$ cat config.mk
export PLATFORM = sky130hd
export DESIGN_NAME = fetch_sequencer
export DESIGN_NICKNAME = d
export VERILOG_FILES = /design/src/rtl/fetch_sequencer.sv
export SDC_FILE = /design/constraint.sdc
export NUM_CORES = 1
export LEC_CHECK = 0
export CAP_MARGIN = 20
export CORE_MARGIN = 4
export CORE_UTILIZATION = 43
export CTS_CLUSTER_DIAMETER = 60
export CTS_CLUSTER_SIZE = 30
export DETAILED_ROUTE_END_ITERATION = 6
export MAX_ROUTING_LAYER = met4
export PLACE_DENSITY = 0.81
export SYNTH_ARGS = -nofsm -noshare
export SYNTH_HDL_FRONTEND = slang
export SYNTH_SLANG_ARGS = --single-unit
$ cat constraint.sdc
create_clock -name clk -period 2.2 [get_ports clk]
set_input_delay 0.33 -clock clk [delete_from_list [all_inputs] [get_ports clk]]
set_output_delay 0.33 -clock clk [all_outputs]
set_load 0.02 [all_outputs]
$ cat src/rtl/fetch_sequencer.sv
// fetch_sequencer: single-outstanding instruction fetch FSM with redirect squashing.
module fetch_sequencer #(
  parameter logic [31:0] RESET_PC = 32'h0000_0000
) (
  input  logic        clk,
  input  logic        rst_n,
  input  logic        stall,
  input  logic        redirect_valid,
  input  logic [31:0] redirect_pc,
  output logic        imem_req,
  output logic [31:0] imem_addr,
  input  logic        imem_ready,
  input  logic        imem_rvalid,
  input  logic [31:0] imem_rdata,
  output logic        instr_valid,
  output logic [31:0] instr,
  output logic [31:0] instr_pc,
  input  logic        instr_ready,
  output logic [31:0] pc_out,
  output logic        misalign,
  output logic [7:0]  squash_count
);
  typedef enum logic [2:0] {BOOT, REQ, WAIT, HOLD, DRAIN} state_t;
  state_t state, state_nxt;
  logic accept, capture, squash;
  assign accept    = imem_req & imem_ready;
  assign capture   = (state == WAIT) & imem_rvalid & ~redirect_valid;
  assign squash    = redirect_valid & (((state == REQ) & accept) | (state == WAIT) | (state == HOLD));
  assign imem_addr = pc_out;
  always_ff @(posedge clk or negedge rst_n)
    if (!rst_n) state <= BOOT;
    else        state <= state_nxt;
  always_comb begin
    state_nxt = state;
    unique case (state)
      BOOT:  state_nxt = REQ;
      REQ:   state_nxt = accept ? (redirect_valid ? DRAIN : WAIT) : REQ;
      WAIT:  state_nxt = redirect_valid ? (imem_rvalid ? REQ : DRAIN) : (imem_rvalid ? HOLD : WAIT);
      HOLD:  state_nxt = (redirect_valid | instr_ready) ? REQ : HOLD;
      DRAIN: state_nxt = imem_rvalid ? REQ : DRAIN;
      default: state_nxt = BOOT;
    endcase
  end
  always_comb imem_req = (state == REQ) & ~stall;
  // instr_valid is only ever set on the way into HOLD, so clearing on ready/redirect suffices
  always_ff @(posedge clk or negedge rst_n)
    if (!rst_n) begin
      pc_out       <= RESET_PC;
      instr_valid  <= 1'b0;
      instr        <= '0;
      instr_pc     <= '0;
      misalign     <= 1'b0;
      squash_count <= '0;
    end else begin
      misalign    <= redirect_valid & |redirect_pc[1:0];
      instr_valid <= capture | (instr_valid & ~(instr_ready | redirect_valid));
      if (redirect_valid) pc_out <= {redirect_pc[31:2], 2'b00};
      else if (capture)   pc_out <= pc_out + 32'd4;
      if (capture) begin
        instr    <= imem_rdata;
        instr_pc <= pc_out;
      end
      if (squash && squash_count != 8'hFF) squash_count <= squash_count + 8'd1;
    end
endmodule

* Word-level counts from Yosys, hierarchy flattened
Index checks and enable logic that the tools add are counted.
** Cells by class
- $add $sub $neg :: 2
- Shifts and indexed selects :: 0
- Equality and inequality tests :: 5
- Muxes and demuxes :: 9
- $mul :: 0
- Reductions and logical operators :: 4
- Magnitude comparators :: 0
- Bitwise operators :: 15
- Divide/modulo/power cells :: 0
** Operators by type and width (number)
- two-way mux 32 bit :: 2
- adder 32 x 3 -> 32 bit, second input constant :: 1
- case mux 3 bit (5 select lines) :: 1
- two-way mux 3 bit :: 4
- adder 8 x 1 -> 8 bit, second input constant :: 1
- AND 1 bit :: 8
- inequality test 8 bit, second input constant :: 1
- == test 3 x 2 -> 1 bit, second input constant :: 2
- bitwise OR 1 bit :: 4
- == test 3 x 1 -> 1 bit, second input constant :: 1
- == test 3 bit, second input constant :: 1
- logical NOT 3 bit :: 1
- inverter 1 bit :: 3
- two-way mux 2 bit :: 1
- nonzero test 2 bit :: 1
- OR reduction 2 bit :: 1
- logical AND 1 bit :: 1
- two-way mux 1 bit :: 1
** Word-level totals
- Memories kept :: 0
- Register bits :: 109
- Input bits :: 71
- Logic and storage cells :: 42
- Output and inout bits :: 139
- RAM bits :: 0
- Bits in latches :: 0
- Memory bits (read-only) :: 0

* Logic depth before layout (Yosys ltp)
Gate-level depths: netlist of the first run.
- Depth after elaboration :: 8
- Mapped depth :: 7
- Mapped depth without buffers :: 5

* Worst setup path before layout of the first run
OpenSTA, ideal clock, no wires.
- Path type :: register to register
- Start :: register pc_out[18] (netlist: imem_addr[18])
- End :: register pc_out[30] (netlist: imem_addr[30])
- Slack :: 74 ps
- Data arrival time :: 2044 ps
- Cell stages (with the launch flop) :: 7
- Clock period less this slack :: 2126 ps
- Setup time :: 82 ps
- Cell sequence :: dfrtp_1 > nand3_2 > or4_1 > buf_2 > buf_6 > or4_1 > a31oi_1
** Between the ends
- Cells in the longest elaborated chain, start to end :: 3
** RTL lines
- from (decl) :: RTL line 19 : output logic [31:0] pc_out,
- from (signal assigned) :: RTL line 57 : if (redirect_valid) pc_out <= {redirect_pc[31:2], 2'b00};
- from (signal assigned) :: RTL line 58 : else if (capture) pc_out <= pc_out + 32'd4;
- adder 32 x 3 -> 32 bit :: RTL line 58
- two-way mux 32 bit :: RTL line 58
- two-way mux 32 bit :: RTL line 57
Every way passes these cells. The select of a mux whose other input is x is not followed.
A chain may end at the register's enable or synchronous reset.

* Worst setup path in the final report of the first run
- Start :: register pc_out[22] (netlist: imem_addr[22])
- End :: register pc_out[27] (netlist: imem_addr[27])
The elaborated chain is that of the path after synthesis.

==> results of run 1 <==
[worst min path at each step]
stage	startpoint	slack, ns	endpoint	depth (start not counted)
2_1_floorplan	rst_n	0.03	imem_addr[10]$_DFFE_PN0N_	0
3_3_place_gp	rst_n	0.33	instr_pc[26]$_DFFE_PN0P_	1
3_5_place_dp	rst_n	0.33	instr_pc[25]$_DFFE_PN0P_	1
4_1_cts	rst_n	0.51	instr_pc[25]$_DFFE_PN0P_	2
5_1_grt	instr[15]$_DFFE_PN0P_	0.52	instr[15]$_DFFE_PN0P_	1
6_report	rst_n	0.49	instr_pc[25]$_DFFE_PN0P_	2
[cells in the mapped netlist (all sizes together)]
cell type	n	area [um^2]
inv	9	33.8
a21o	1	7.51
o41ai	1	8.76
and4	2	17.5
a21boi	1	7.51
o32ai	1	8.76
dfrtp	105	2630
or3	3	21.3
clkbuf	17	83.8
xor2	12	105
o31ai	16	120
and3b	1	8.76
or2	1	6.26
nor4	1	6.26
o211ai	1	7.51
nand2	23	86.3
xnor2	3	26.3
and4bb	1	12.5
o221ai	1	8.76
nor2	27	101
a31oi	19	119
nor4b	1	8.76
or4b	1	10.0
a221oi	1	8.76
nor2b	2	12.5
a21oi	2	10.0
and3	4	28.8
o21ai	16	80.1
mux2i	2	20.0
and2	3	18.8
buf	41	302
nand3	16	85.1
ha	2	25.0
nand4	9	56.3
nor3	3	15.0
or4	17	129
conb	1	3.75
mux2	63	709
dlygate4sd3	1	10.0
[area by class of cell]
type	count	area [um^2]
clock inverter	6	67.6
fill	846	3740
multi-input combinational	263	1920
tap	140	175
timing repair buffer	230	2270
inverter	9	33.8
clock buffer	10	239
sequential	105	2630
[power groups by stage]
stage | logic, mW | clock network (mW) | registers [mW]
2_1_floorplan | 0.592 | 0 | 2.98
3_3_place_gp | 2.06 | 0 | 2.55
3_5_place_dp | 2.10 | 0 | 2.58
4_1_cts | 2.11 | 1.65 | 2.54
5_1_grt | 2.21 | 1.73 | 2.59
6_report | 2.08 | 1.62 | 2.54
[critical path, cell delays in order (launching register included)]
cell,delay (ns)
sky130_fd_sc_hd__dfrtp_1,0.46
sky130_fd_sc_hd__nand3_1,0.11
sky130_fd_sc_hd__or4_1,0.51
sky130_fd_sc_hd__buf_4,0.20
sky130_fd_sc_hd__or4_1,0.52
sky130_fd_sc_hd__a31oi_1,0.20
[cells in the final DEF (no fill, tap or decap), types with 6 or more instances in the layout]
| master | n |
|---|---|
| sky130_fd_sc_hd__dfrtp_1 | 104 |
| sky130_fd_sc_hd__clkdlybuf4s50_1 | 201 |
| sky130_fd_sc_hd__o31ai_1 | 16 |
| sky130_fd_sc_hd__a31oi_1 | 19 |
| sky130_fd_sc_hd__o21ai_0 | 16 |
| sky130_fd_sc_hd__nand3_1 | 15 |
| sky130_fd_sc_hd__nand4_1 | 9 |
| sky130_fd_sc_hd__mux2_2 | 63 |
| sky130_fd_sc_hd__conb_1 | 6 |
| sky130_fd_sc_hd__clkbuf_16 | 9 |
| sky130_fd_sc_hd__buf_4 | 24 |
| sky130_fd_sc_hd__nand2_1 | 23 |
| sky130_fd_sc_hd__nor2_1 | 27 |
| sky130_fd_sc_hd__xor2_1 | 12 |
| sky130_fd_sc_hd__or4_1 | 16 |
| sky130_fd_sc_hd__inv_1 | 9 |
[flip-flops by register name, summed over array words and instances, names as in the netlist]
register      flops
imem_addr        30
instr            32
instr_pc         30
instr_valid       1
misalign          1
squash_count      8
state             3
[per-stage QoR]
step | utilization | hold WS (ns) | std cells
6_report | 0.662 | 0.487 | 763
5_1_grt | 0.662 | 0.518 | 763
4_1_cts | 0.662 | 0.506 | 763
3_5_place_dp | 0.634 | 0.326 | 746
3_3_place_gp | 0.634 | 0.327 | 746
2_1_floorplan | - | 0.0344 | 436
[cells by family (layout without fill, tap and decap cells)]
family                   count (synthesis)  in the layout  synth area share
XOR/XNOR                                15             15            0.0265
other                                    1              6          0.000756
multiplexers                            65             65             0.147
buffers and inverters                   68            255            0.0866
adder cells (fa/ha/maj)                  2              2           0.00505
AO/OA/AOI/OAI                           60             60            0.0780
AND/OR/NAND/NOR                        115            115             0.126
flip-flops                             105            105             0.530
[layer usage]
metal | global-route usage | up-vias | wire [um]
met3 | 0.0305 | 21 | 872
li1 | - | 1874 | -
met4 | 0.0689 | 0 | 257
met2 | 0.325 | 161 | 6370
met1 | 0.257 | 1973 | 5450
met5 | - | - | 0
[repair_timing]
| item | in CTS | in global routing |
|---|---|---|
| resized for setup | 1 | 1 |
| pin swaps | 0 | 0 |
| endpoints found under the setup margin | 1 | 1 |
| cloned | 0 | 0 |
| hold buffers | 1 | 0 |
| endpoints found under the hold margin | 34 | 0 |
==> PnR_summary.wiki, run 1 <==
{| class="wikitable"
! Metric !! Value
|-
| Outcome || complete, no violations
|-
| Clock net sink count || ~110
|-
| Number of failing hold endpoints at the final stage || 0
|-
| Register bit count reported by yosys || 105
|-
| Worst r2r dst || imem_addr[27]$_DFFE_PN0N_
|-
| Ratio of total power to cell area || about 850 mW/mm^2
|-
| Capturing instance or port of the critical path || imem_addr[27]$_DFFE_PN0N_
|-
| Starting DRC count in detailed routing || 199
|-
| DRC || 0
|-
| Clock-pin slew reported for the worst setup and hold paths after clock tree synthesis || 0.07 ns
|-
| Clock Skews || 0.00344 ns
|-
| Top-Level Pins || 210
|-
| Count of buffers from port buffering || 203
|-
| Die Width || roughly 120 um
|-
| Overall track demand over capacity in global routing || 0.200
|-
| First-pass GRT wire length || approximately 21 mm
|-
| Clock Tree Root || sky130_fd_sc_hd__clkbuf_16
|-
| CTS tree || done
|-
| Max Clock Freq || 483 MHz
|-
| Critical Path Source || imem_addr[22]$_DFFE_PN0N_
|-
| Die Y || 115 um
|-
| Highest fanout seen on the critical path || 16
|-
| Maximum level of the CTS H-tree || 3
|-
| Via total after detailed routing || between 4000 and 5000
|-
| Worst setup EP type || flop
|-
| Inserted Diodes || 0
|-
| Static Leakage || 3.13 nW
|-
| Vias per cell || 5.28
|-
| Drt first pass iters || 4
|-
| Setup slack of the worst register-to-register path || 0.13 ns
|-
| Core area || around 0.011 mm^2
|-
| Pre-CTS worst setup slack || -0.0969 ns
|-
| Global-route congestion overflow total || 0
|-
| Net Switching || between 1.5 and 2 mW
|-
| Via count of the first global-routing pass || roughly 4200
|-
| Arr. time, crit path || approximately 2.3 ns
|-
| CP Class || flop to flop
|-
| Postcts setup bufs || 0
|-
| Setup ws final || 0.128 ns
|-
| Starting utilization of the core area || 0.447
|-
| Clock latency reported for the late side of the worst-skew pair || 0.34 ns
|-
| Netlist cell types || 46
|-
| Part of the total power dissipated in sequential elements || 0.407
|-
| Peak supply drop || ~0.00042 V
|-
| Clock buffer count from CTS || 9
|-
| Slew at the pin closest to its max-slew limit || ~0.67 ns
|-
| Clock network fraction of design power || 0.259
|-
| Proportion of synthesized chip area in sequential cells || 0.530
|-
| Post-route design area || 0.00734 mm^2
|-
| Number of antenna violations at the first check in global routing || 0
|-
| FF-to-FF path depth || 5
|-
| Max capacitance violation total || 0
|-
| Aggregate negative setup slack || 0 ns
|-
| Switching power share of the total || 0.314
|-
| Row cnt || 38
|-
| Part of the total power dissipated in combinational logic || 0.334
|-
| Post-synthesis instance total || 431
|-
| Slew Limit Fails || 0
|-
| Unrepaired setup endpoints after global routing || no
|-
| Largest buffer count on any clock path || 2
|-
| Total wire length after detailed routing || 12.9 mm
|-
| Nets || 691
|-
| Mean post-synth cell area || 11.5 um^2
|-
| Setup-failing EPs final || 0
|-
| Fraction of final layout cells sized beyond drive strength 1 || 0.189
|-
| Routed Antenna Nets || 0
|-
| Pin count of the biggest net entering global routing || 52
|-
| Startpoint of the lowest-slack register-to-register path || imem_addr[22]$_DFFE_PN0N_
|-
| Minimum clock period after layout || 2.07 ns
|-
| Placed inst area || 0.00702 mm^2
|-
| Tightest slew margin relative to the limit || 0.555
|-
| Sum of internal, switching and leakage power || 6.24 mW
|-
| Die Area || 0.0133 mm^2
|-
| Kind of path behind the tightest hold check || input port to async pin
|-
| Final period utilization || 0.942
|-
| Syn Std Cell Area || 0.00496 mm^2
|-
| Internal Power || 4.28 mW
|-
| Critical Path Source Type || flop
|-
| HPWL after DPL || around 9.7 mm
|-
| Worst endpoint required time || 2.46 ns
|-
| Average wire length per cell after detail routing || 17.0 um
|-
| Global placement routability congestion || 0.856
|-
| Synthesis warning total || 0
|-
| Layout area overhead || 48.0%
|}
No activity file was read; power rests on OpenSTA's default activity.
==> run 2, diff against run 1 <==
--- a/config.mk
+++ b/config.mk
@@ -7,12 +7,12 @@
 export LEC_CHECK = 0
 export CAP_MARGIN = 20
 export CORE_MARGIN = 4
-export CORE_UTILIZATION = 43
+export CORE_UTILIZATION = 39
 export CTS_CLUSTER_DIAMETER = 60
 export CTS_CLUSTER_SIZE = 30
 export DETAILED_ROUTE_END_ITERATION = 6
 export MAX_ROUTING_LAYER = met4
-export PLACE_DENSITY = 0.81
+export PLACE_DENSITY = 0.77
 export SYNTH_ARGS = -nofsm -noshare
 export SYNTH_HDL_FRONTEND = slang
 export SYNTH_SLANG_ARGS = --single-unit
==> constraint.sdc (replaced) <==
create_clock -name clk -period 1.9 [get_ports clk]
set_input_delay 0.285 -clock clk [delete_from_list [all_inputs] [get_ports clk]]
set_output_delay 0.285 -clock clk [all_outputs]
set_load 0.02 [all_outputs]
==> PnR_summary.wiki, run 2 (synthesis gave the netlist of run 1 again) <==
{| class="wikitable"
! Metric !! Value
|-
| Outcome || finished with violations
|-
| Violations in the final reports || setup timing
|-
| Unrepaired setup endpoints after global routing || yes
|-
| Critical Path Max Stage Delay || 0.55 ns
|-
| Global placement routability congestion || 0.754
|-
| Final period utilization || 1.01
|-
| Slew at the pin closest to its max-slew limit || 0.535 ns
|-
| Total wire length after detailed routing || approximately 14 mm
|-
| Static Leakage || 3.27 nW
|-
| Placed inst area || 0.00726 mm^2
|-
| Critical Path Source Type || flop
|-
| Setup ws final || -0.0136 ns
|-
| Clock latency reported for the late side of the worst-skew pair || 0.35 ns
|-
| Global-route congestion overflow total || 0
|-
| Ratio of total power to cell area || 956 mW/mm^2
|-
| Internal Power || between 5 and 6 mW
|-
| Via count of the first global-routing pass || 4289
|-
| Largest buffer count on any clock path || 2
|-
| Kind of cell adding the most delay to the critical path || simple AND/OR/NAND/NOR gates
|-
| Crit path cell chain || nand3_4 > or4_4 > buf_8 > or4_1 > a31oi_1
|-
| Row cnt || 40
|-
| Post-route design area || 0.00767 mm^2
|-
| Part of the total power dissipated in combinational logic || 0.343
|-
| Fraction of final layout cells sized beyond drive strength 1 || 0.252
|-
| Worst endpoint required time || approximately 2.2 ns
|-
| Die Width || between 100 and 150 um
|-
| Overall track demand over capacity in global routing || 0.192
|-
| Kind of path behind the tightest hold check || input port to async pin
|-
| Arr. time, crit path || about 2.2 ns
|-
| Inserted Diodes || 0
|-
| Number of cells on the critical path || 5
|-
| Footprint of the flip-flops and latches || 0.00265 mm^2
|-
| Critical path buffers and inverters || 1
|-
| Pin count of the biggest net entering global routing || 42
|-
| Minimum clock period after layout || ~1.9 ns
|-
| Setup-failing EPs final || 1
|-
| Layout area overhead || 54.8%
|-
| Cell with the largest stage delay on the worst path || sky130_fd_sc_hd__or4_4
|-
| Multi-input logic area || 0.00197 mm^2
|-
| Nets || between 700 and 800
|-
| Clock network fraction of design power || 0.261
|-
| Switching power share of the total || 0.313
|-
| Layout Utilization || 0.628
|-
| DRC || 0
|-
| Top-Level Pins || 210
|-
| Die Y || roughly 120 um
|-
| First-pass GRT wire length || approximately 22 mm
|-
| Max capacitance violation total || 0
|-
| Most used cells in the layout excluding fill and tap cells || 201 x sky130_fd_sc_hd__clkdlybuf4s50_1, 91 x sky130_fd_sc_hd__dfrtp_1, 63 x sky130_fd_sc_hd__mux2_2
|-
| HPWL after DPL || 10.1 mm
|-
| Placed Cells || 795
|-
| Aggregate negative setup slack || -0.0136 ns
|-
| Part of the total power dissipated in sequential elements || 0.396
|-
| Clock Tree Root || sky130_fd_sc_hd__clkbuf_16
|-
| Via total after detailed routing || between 4000 and 5000
|-
| Most frequent standard cell in the layout excluding fill and tap cells || sky130_fd_sc_hd__clkdlybuf4s50_1
|-
| Worst setup EP type || flop
|-
| Core area || 0.0122 mm^2
|-
| Max Clock Freq || 523 MHz
|-
| Highest fanout seen on the critical path || 7
|-
| Die Area || 0.0146 mm^2
|-
| Count of buffers from port buffering || 203
|-
| FF-to-FF path depth || 5
|-
| Maximum level of the CTS H-tree || 3
|-
| Count of placed standard cells in the final layout, fillers left out || 815
|-
| CP Class || flop to flop
|-
| Number of failing hold endpoints at the final stage || 0
|-
| Post-route worst hold slack || 0.468 ns
|-
| Clock Skews || around 0.0055 ns
|-
| Number of antenna violations at the first check in global routing || 0
|-
| Sum of internal, switching and leakage power || 7.34 mW
|-
| Clock net sink count || 105
|-
| Routed Antenna Nets || 0
|-
| Register name with the most flops || instr
|-
| Net Switching || 2.30 mW
|-
| Clock buffer count from CTS || 9
|-
| Drt first pass iters || 4
|-
| Clock-pin slew reported for the worst setup and hold paths after clock tree synthesis || 0.07 ns
|-
| Peak supply drop || between 0.0004 and 0.0005 V
|-
| Starting utilization of the core area || 0.406
|-
| Fill cell instance count of the final layout || between 1000 and 1500
|-
| Vias per cell || 5.02
|-
| Average wire length per cell after detail routing || approximately 17 um
|-
| CTS tree || done
|-
| Pre-CTS worst setup slack || -0.346 ns
|-
| Slew Limit Fails || 0
|-
| Starting DRC count in detailed routing || 254
|-
| Tightest slew margin relative to the limit || 0.643
|-
| Max reg flops || 32
|}
## run 2: cell types whose count changed in the layout (fill, tap and decap cells not counted), moves of 2 or more
cell,previous run,this run
sky130_fd_sc_hd__buf_4,24,41
sky130_fd_sc_hd__dfrtp_1,104,91
sky130_fd_sc_hd__dfrtp_2,1,14
sky130_fd_sc_hd__or4_1,16,12
sky130_fd_sc_hd__or4_4,0,4
sky130_fd_sc_hd__buf_6,0,3
sky130_fd_sc_hd__buf_12,3,5
sky130_fd_sc_hd__o31ai_1,16,14
sky130_fd_sc_hd__o31ai_2,0,2
## run 2: cell type report
cell class / count / area share
clock inverter: 4 / 0.00669
timing repair buffer: 254 / 0.327
multi-input combinational: 263 / 0.256
sequential: 105 / 0.345
clock buffer: 12 / 0.0334
tap: 168 / 0.0274
inverter: 9 / 0.00440
## run 2: repair_timing
action,4_1_cts,5_1_grt
pin swaps,2,8
setup buffers,2,0
gates cloned,0,1
resized for setup,3,16
setup endpoints to repair,6,16
hold buffers,1,0
endpoints found under the hold margin,36,0
## run 2: power groups by stage
stage / sequential [mW] / combinational [mW] / clock [mW]
floorplan: 3.46 / 0.688 / 0
global placement: 2.92 / 2.48 / 0
detailed placement: 2.95 / 2.53 / 0
CTS: 2.91 / 2.54 / 1.97
global route: 2.97 / 2.67 / 2.07
finish: 2.91 / 2.51 / 1.92
## run 2: worst register-to-register path: cells and delay by family (launching register included)
| kind | cells | cell delay (ns) |
|---|---|---|
| buffers and inverters | 1 | 0.15 |
| flip-flops | 1 | 0.39 |
| AO/OA/AOI/OAI | 1 | 0.15 |
| AND/OR/NAND/NOR | 3 | 1.14 |
## run 2: path summary, 6_finish.rpt
kind	startpoint	to	slack, ns
max	imem_addr[18]$_DFFE_PN0N_	imem_addr[27]$_DFFE_PN0N_	-0.01
min	rst_n	instr_pc[20]$_DFFE_PN0P_	0.47
max reg2reg	imem_addr[18]$_DFFE_PN0N_	imem_addr[27]$_DFFE_PN0N_	-0.01
min reg2reg	squash_count[6]$_DFFE_PN0P_	squash_count[6]$_DFFE_PN0P_	0.50
max in group asynchronous	rst_n	instr_pc[31]$_DFFE_PN0P_	0.84
min in group clk	squash_count[6]$_DFFE_PN0P_	squash_count[6]$_DFFE_PN0P_	0.50
## run 2: metal layers
metal  wire length [um]  vias to the layer above  part of all wire  global-route usage
met5                  0                        -                 0                   -
met4                227                        0             0.017              0.0552
met3                960                       19             0.070              0.0519
met2               6980                      161              0.51               0.319
met1               5580                     1979              0.41               0.232
li1                   -                     1933                 -                   -
==> run 3, diff against run 2 <==
--- a/config.mk
+++ b/config.mk
@@ -6,13 +6,16 @@
 export NUM_CORES = 1
 export LEC_CHECK = 0
 export CAP_MARGIN = 20
+export CORE_ASPECT_RATIO = 1.2
 export CORE_MARGIN = 4
-export CORE_UTILIZATION = 39
+export CORE_UTILIZATION = 50
 export CTS_CLUSTER_DIAMETER = 60
 export CTS_CLUSTER_SIZE = 30
 export DETAILED_ROUTE_END_ITERATION = 6
+export DONT_BUFFER_PORTS = 1
+export GPL_ROUTABILITY_DRIVEN = 0
 export MAX_ROUTING_LAYER = met4
-export PLACE_DENSITY = 0.77
+export PLACE_DENSITY = 0.68
 export SYNTH_ARGS = -nofsm -noshare
 export SYNTH_HDL_FRONTEND = slang
 export SYNTH_SLANG_ARGS = --single-unit
==> PnR_summary.wiki, run 3 (synthesis gave the netlist of run 1 again) <==
{| class="wikitable"
! Metric !! Value
|-
| Register name with the most flops || instr
|-
| Starting DRC count in detailed routing || 102
|-
| CTS tree || done
|-
| HPWL after DPL || 7.87 mm
|-
| Clock Tree Root || sky130_fd_sc_hd__clkbuf_16
|-
| Total wire length after detailed routing || 11.3 mm
|-
| Pin count of the biggest net entering global routing || about 110
|-
| Clock net sink count || between 100 and 150
|-
| Worst setup EP type || flop
|-
| Worst endpoint required time || roughly 2.2 ns
|-
| Critical Path Source Type || flop
|-
| Row cnt || 39
|-
| Via total after detailed routing || 3376
|-
| Overall track demand over capacity in global routing || 0.191
|-
| Fraction of final layout cells sized beyond drive strength 1 || 0.373
|-
| Setup-failing EPs final || 1
|-
| Vias per cell || between 5 and 6
|-
| Count of buffers from port buffering || 0
|-
| Max Clock Freq || approximately 520 MHz
|-
| First-pass GRT wire length || 17.2 mm
|-
| Critical Path Max Stage Delay || 0.60 ns
|-
| Worst r2r dst || imem_addr[29]$_DFFE_PN0N_
|-
| Most frequent standard cell in the layout excluding fill and tap cells || sky130_fd_sc_hd__dfrtp_1
|-
| Most used cells in the layout excluding fill and tap cells || 91 x sky130_fd_sc_hd__dfrtp_1, 63 x sky130_fd_sc_hd__mux2_2, 53 x sky130_fd_sc_hd__buf_4
|-
| Crit path cell chain || nand3_4 > or4_4 > or4_4 > a31oi_2
|-
| Number of antenna violations at the first check in global routing || 1
|-
| Maximum level of the CTS H-tree || 3
|-
| Global-route congestion overflow total || 0
|-
| CP Class || flop to flop
|-
| FF-to-FF path depth || 4
|-
| Kind of path behind the tightest hold check || input port to async pin
|-
| Starting utilization of the core area || 0.516
|-
| Clock-pin slew reported for the worst setup and hold paths after clock tree synthesis || 0.07 ns
|-
| Post-route design area || 0.00559 mm^2
|-
| Core area || 0.00961 mm^2
|-
| Layout Utilization || 0.581
|-
| Most frequent cell on the critical path || sky130_fd_sc_hd__or4_4
|-
| Arr. time, crit path || 2.16 ns
|-
| Setup slack of the worst register-to-register path || -0.01 ns
|-
| Final period utilization || 1.01
|-
| Die Width || 98.9 um
|-
| Via count of the first global-routing pass || 3357
|-
| Top-Level Pins || between 200 and 250
|-
| Placed inst area || 0.00514 mm^2
|-
| Outcome || finished with violations
|-
| Die Y || 117 um
|-
| Slew Limit Fails || 0
|-
| Sum of internal, switching and leakage power || 6.37 mW
|-
| Post-route worst hold slack || -0.360 ns
|-
| Global routing's busiest layer || met2
|-
| Nets || 518
|-
| Cell with the largest stage delay on the worst path || sky130_fd_sc_hd__or4_4
|-
| Highest fanout seen on the critical path || 7
|-
| Average wire length per cell after detail routing || 19.7 um
|-
| Pre-CTS worst setup slack || -0.0393 ns
|-
| Static Leakage || 2.51 nW
|-
| Peak supply drop || 0.000584 V
|-
| Die Area || approximately 0.012 mm^2
|-
| Minimum clock period after layout || 1.91 ns
|-
| Met3 usage || 0.0593
|-
| Layout area overhead || 12.7%
|-
| Unrepaired setup endpoints after global routing || yes
|-
| Routed Antenna Nets || 0
|-
| Fill cell instance count of the final layout || 807
|-
| Drt first pass iters || 4
|-
| Setup ws final || -0.0127 ns
|-
| Number of failing hold endpoints at the final stage || about 110
|-
| Clock buffer count from CTS || 9
|-
| Max reg flops || 32
|-
| Startpoint of the lowest-slack register-to-register path || imem_addr[19]$_DFFE_PN0N_
|-
| Clock latency reported for the late side of the worst-skew pair || roughly 0.33 ns
|-
| Clock Skews || a little over 0.008 ns
|-
| Max capacitance violation total || 0
|-
| Met1 track demand over resource in global routing || 0.236
|-
| Met2 usage in global routing || 0.300
|-
| Largest buffer count on any clock path || 2
|-
| DRC || 0
|-
| Ratio of total power to cell area || about 1100 mW/mm^2
|-
| Violations in the final reports || hold timing, setup timing
|}
==> run 3: area by class of cell <==
cell class                      count  area (um^2)  area share
Antenna cell                        1         2.50    0.000448
Clock buffer                       11          243      0.0434
Clock inverter                      5         78.8      0.0141
Inverter                            9         33.8     0.00605
Multi-Input combinational cell    264         1990       0.356
Sequential cell                   105         2650       0.473
Tap cell                          123          154      0.0275
Timing Repair Buffer               56          440      0.0788
==> run 3: what timing repair did <==
item                       in CTS  in global routing
setup endpoints to repair       6                  9
pin swaps                       0                  8
hold endpoints to repair      105                105
cloned                          0                  1
resized for setup               2                 12
setup buffers                   0                  8
==> run 3: how the worst max path moves through the flow <==
stage / end / from / depth (start not counted) / slack (ns)
after CTS: imem_addr[29]$_DFFE_PN0N_ / imem_addr[19]$_DFFE_PN0N_ / 5 / -0.01
final: imem_addr[29]$_DFFE_PN0N_ / imem_addr[19]$_DFFE_PN0N_ / 4 / -0.01
after global placement: imem_addr[27]$_DFFE_PN0N_ / imem_addr[19]$_DFFE_PN0N_ / 5 / 0.05
after detailed placement: imem_addr[29]$_DFFE_PN0N_ / imem_addr[19]$_DFFE_PN0N_ / 5 / -0.04
after floorplan: imem_addr[30]$_DFFE_PN0N_ / imem_addr[19]$_DFFE_PN0N_ / 6 / -0.12
after global routing: imem_addr[29]$_DFFE_PN0N_ / imem_addr[16]$_DFFE_PN0N_ / 4 / -0.05
==> run 3: routing by layer <==
metal  share of wire  vias to the layer above
li1                -                     1538
met1            0.40                     1693
met2            0.51                      135
met3           0.079                       10
met4           0.013                        0
met5               0                        -
==> run 3: where the power goes <==
part	internal, mW	total (mW)	switching (mW)	leakage, nW
clock	1.19	1.97	0.780	0.159
sequential	2.64	3.31	0.671	1.34
combinational	0.484	1.09	0.602	1.01
total	4.31	6.37	2.05	2.51
==> run 3: stage by stage <==
| stage | setup TNS, ns | instances | hold slack [ns] |
|---|---|---|---|
| 2_1_floorplan | -0.140 | 436 | -0.0106 |
| 3_3_place_gp | 0 | 549 | -0.00799 |
| 3_5_place_dp | -0.0715 | 549 | -0.00823 |
| 4_1_cts | -0.0119 | 565 | -0.371 |
| 5_1_grt | -0.138 | 574 | -0.382 |
| 6_report | -0.0127 | 574 | -0.360 |
==> run 3: worst max-delay path: cells and delay by family, from the launching register on <==
| family | cells | cell delay [ns] |
|---|---|---|
| compound gates | 1 | 0.19 |
| flops | 1 | 0.39 |
| simple gates | 3 | 1.24 |
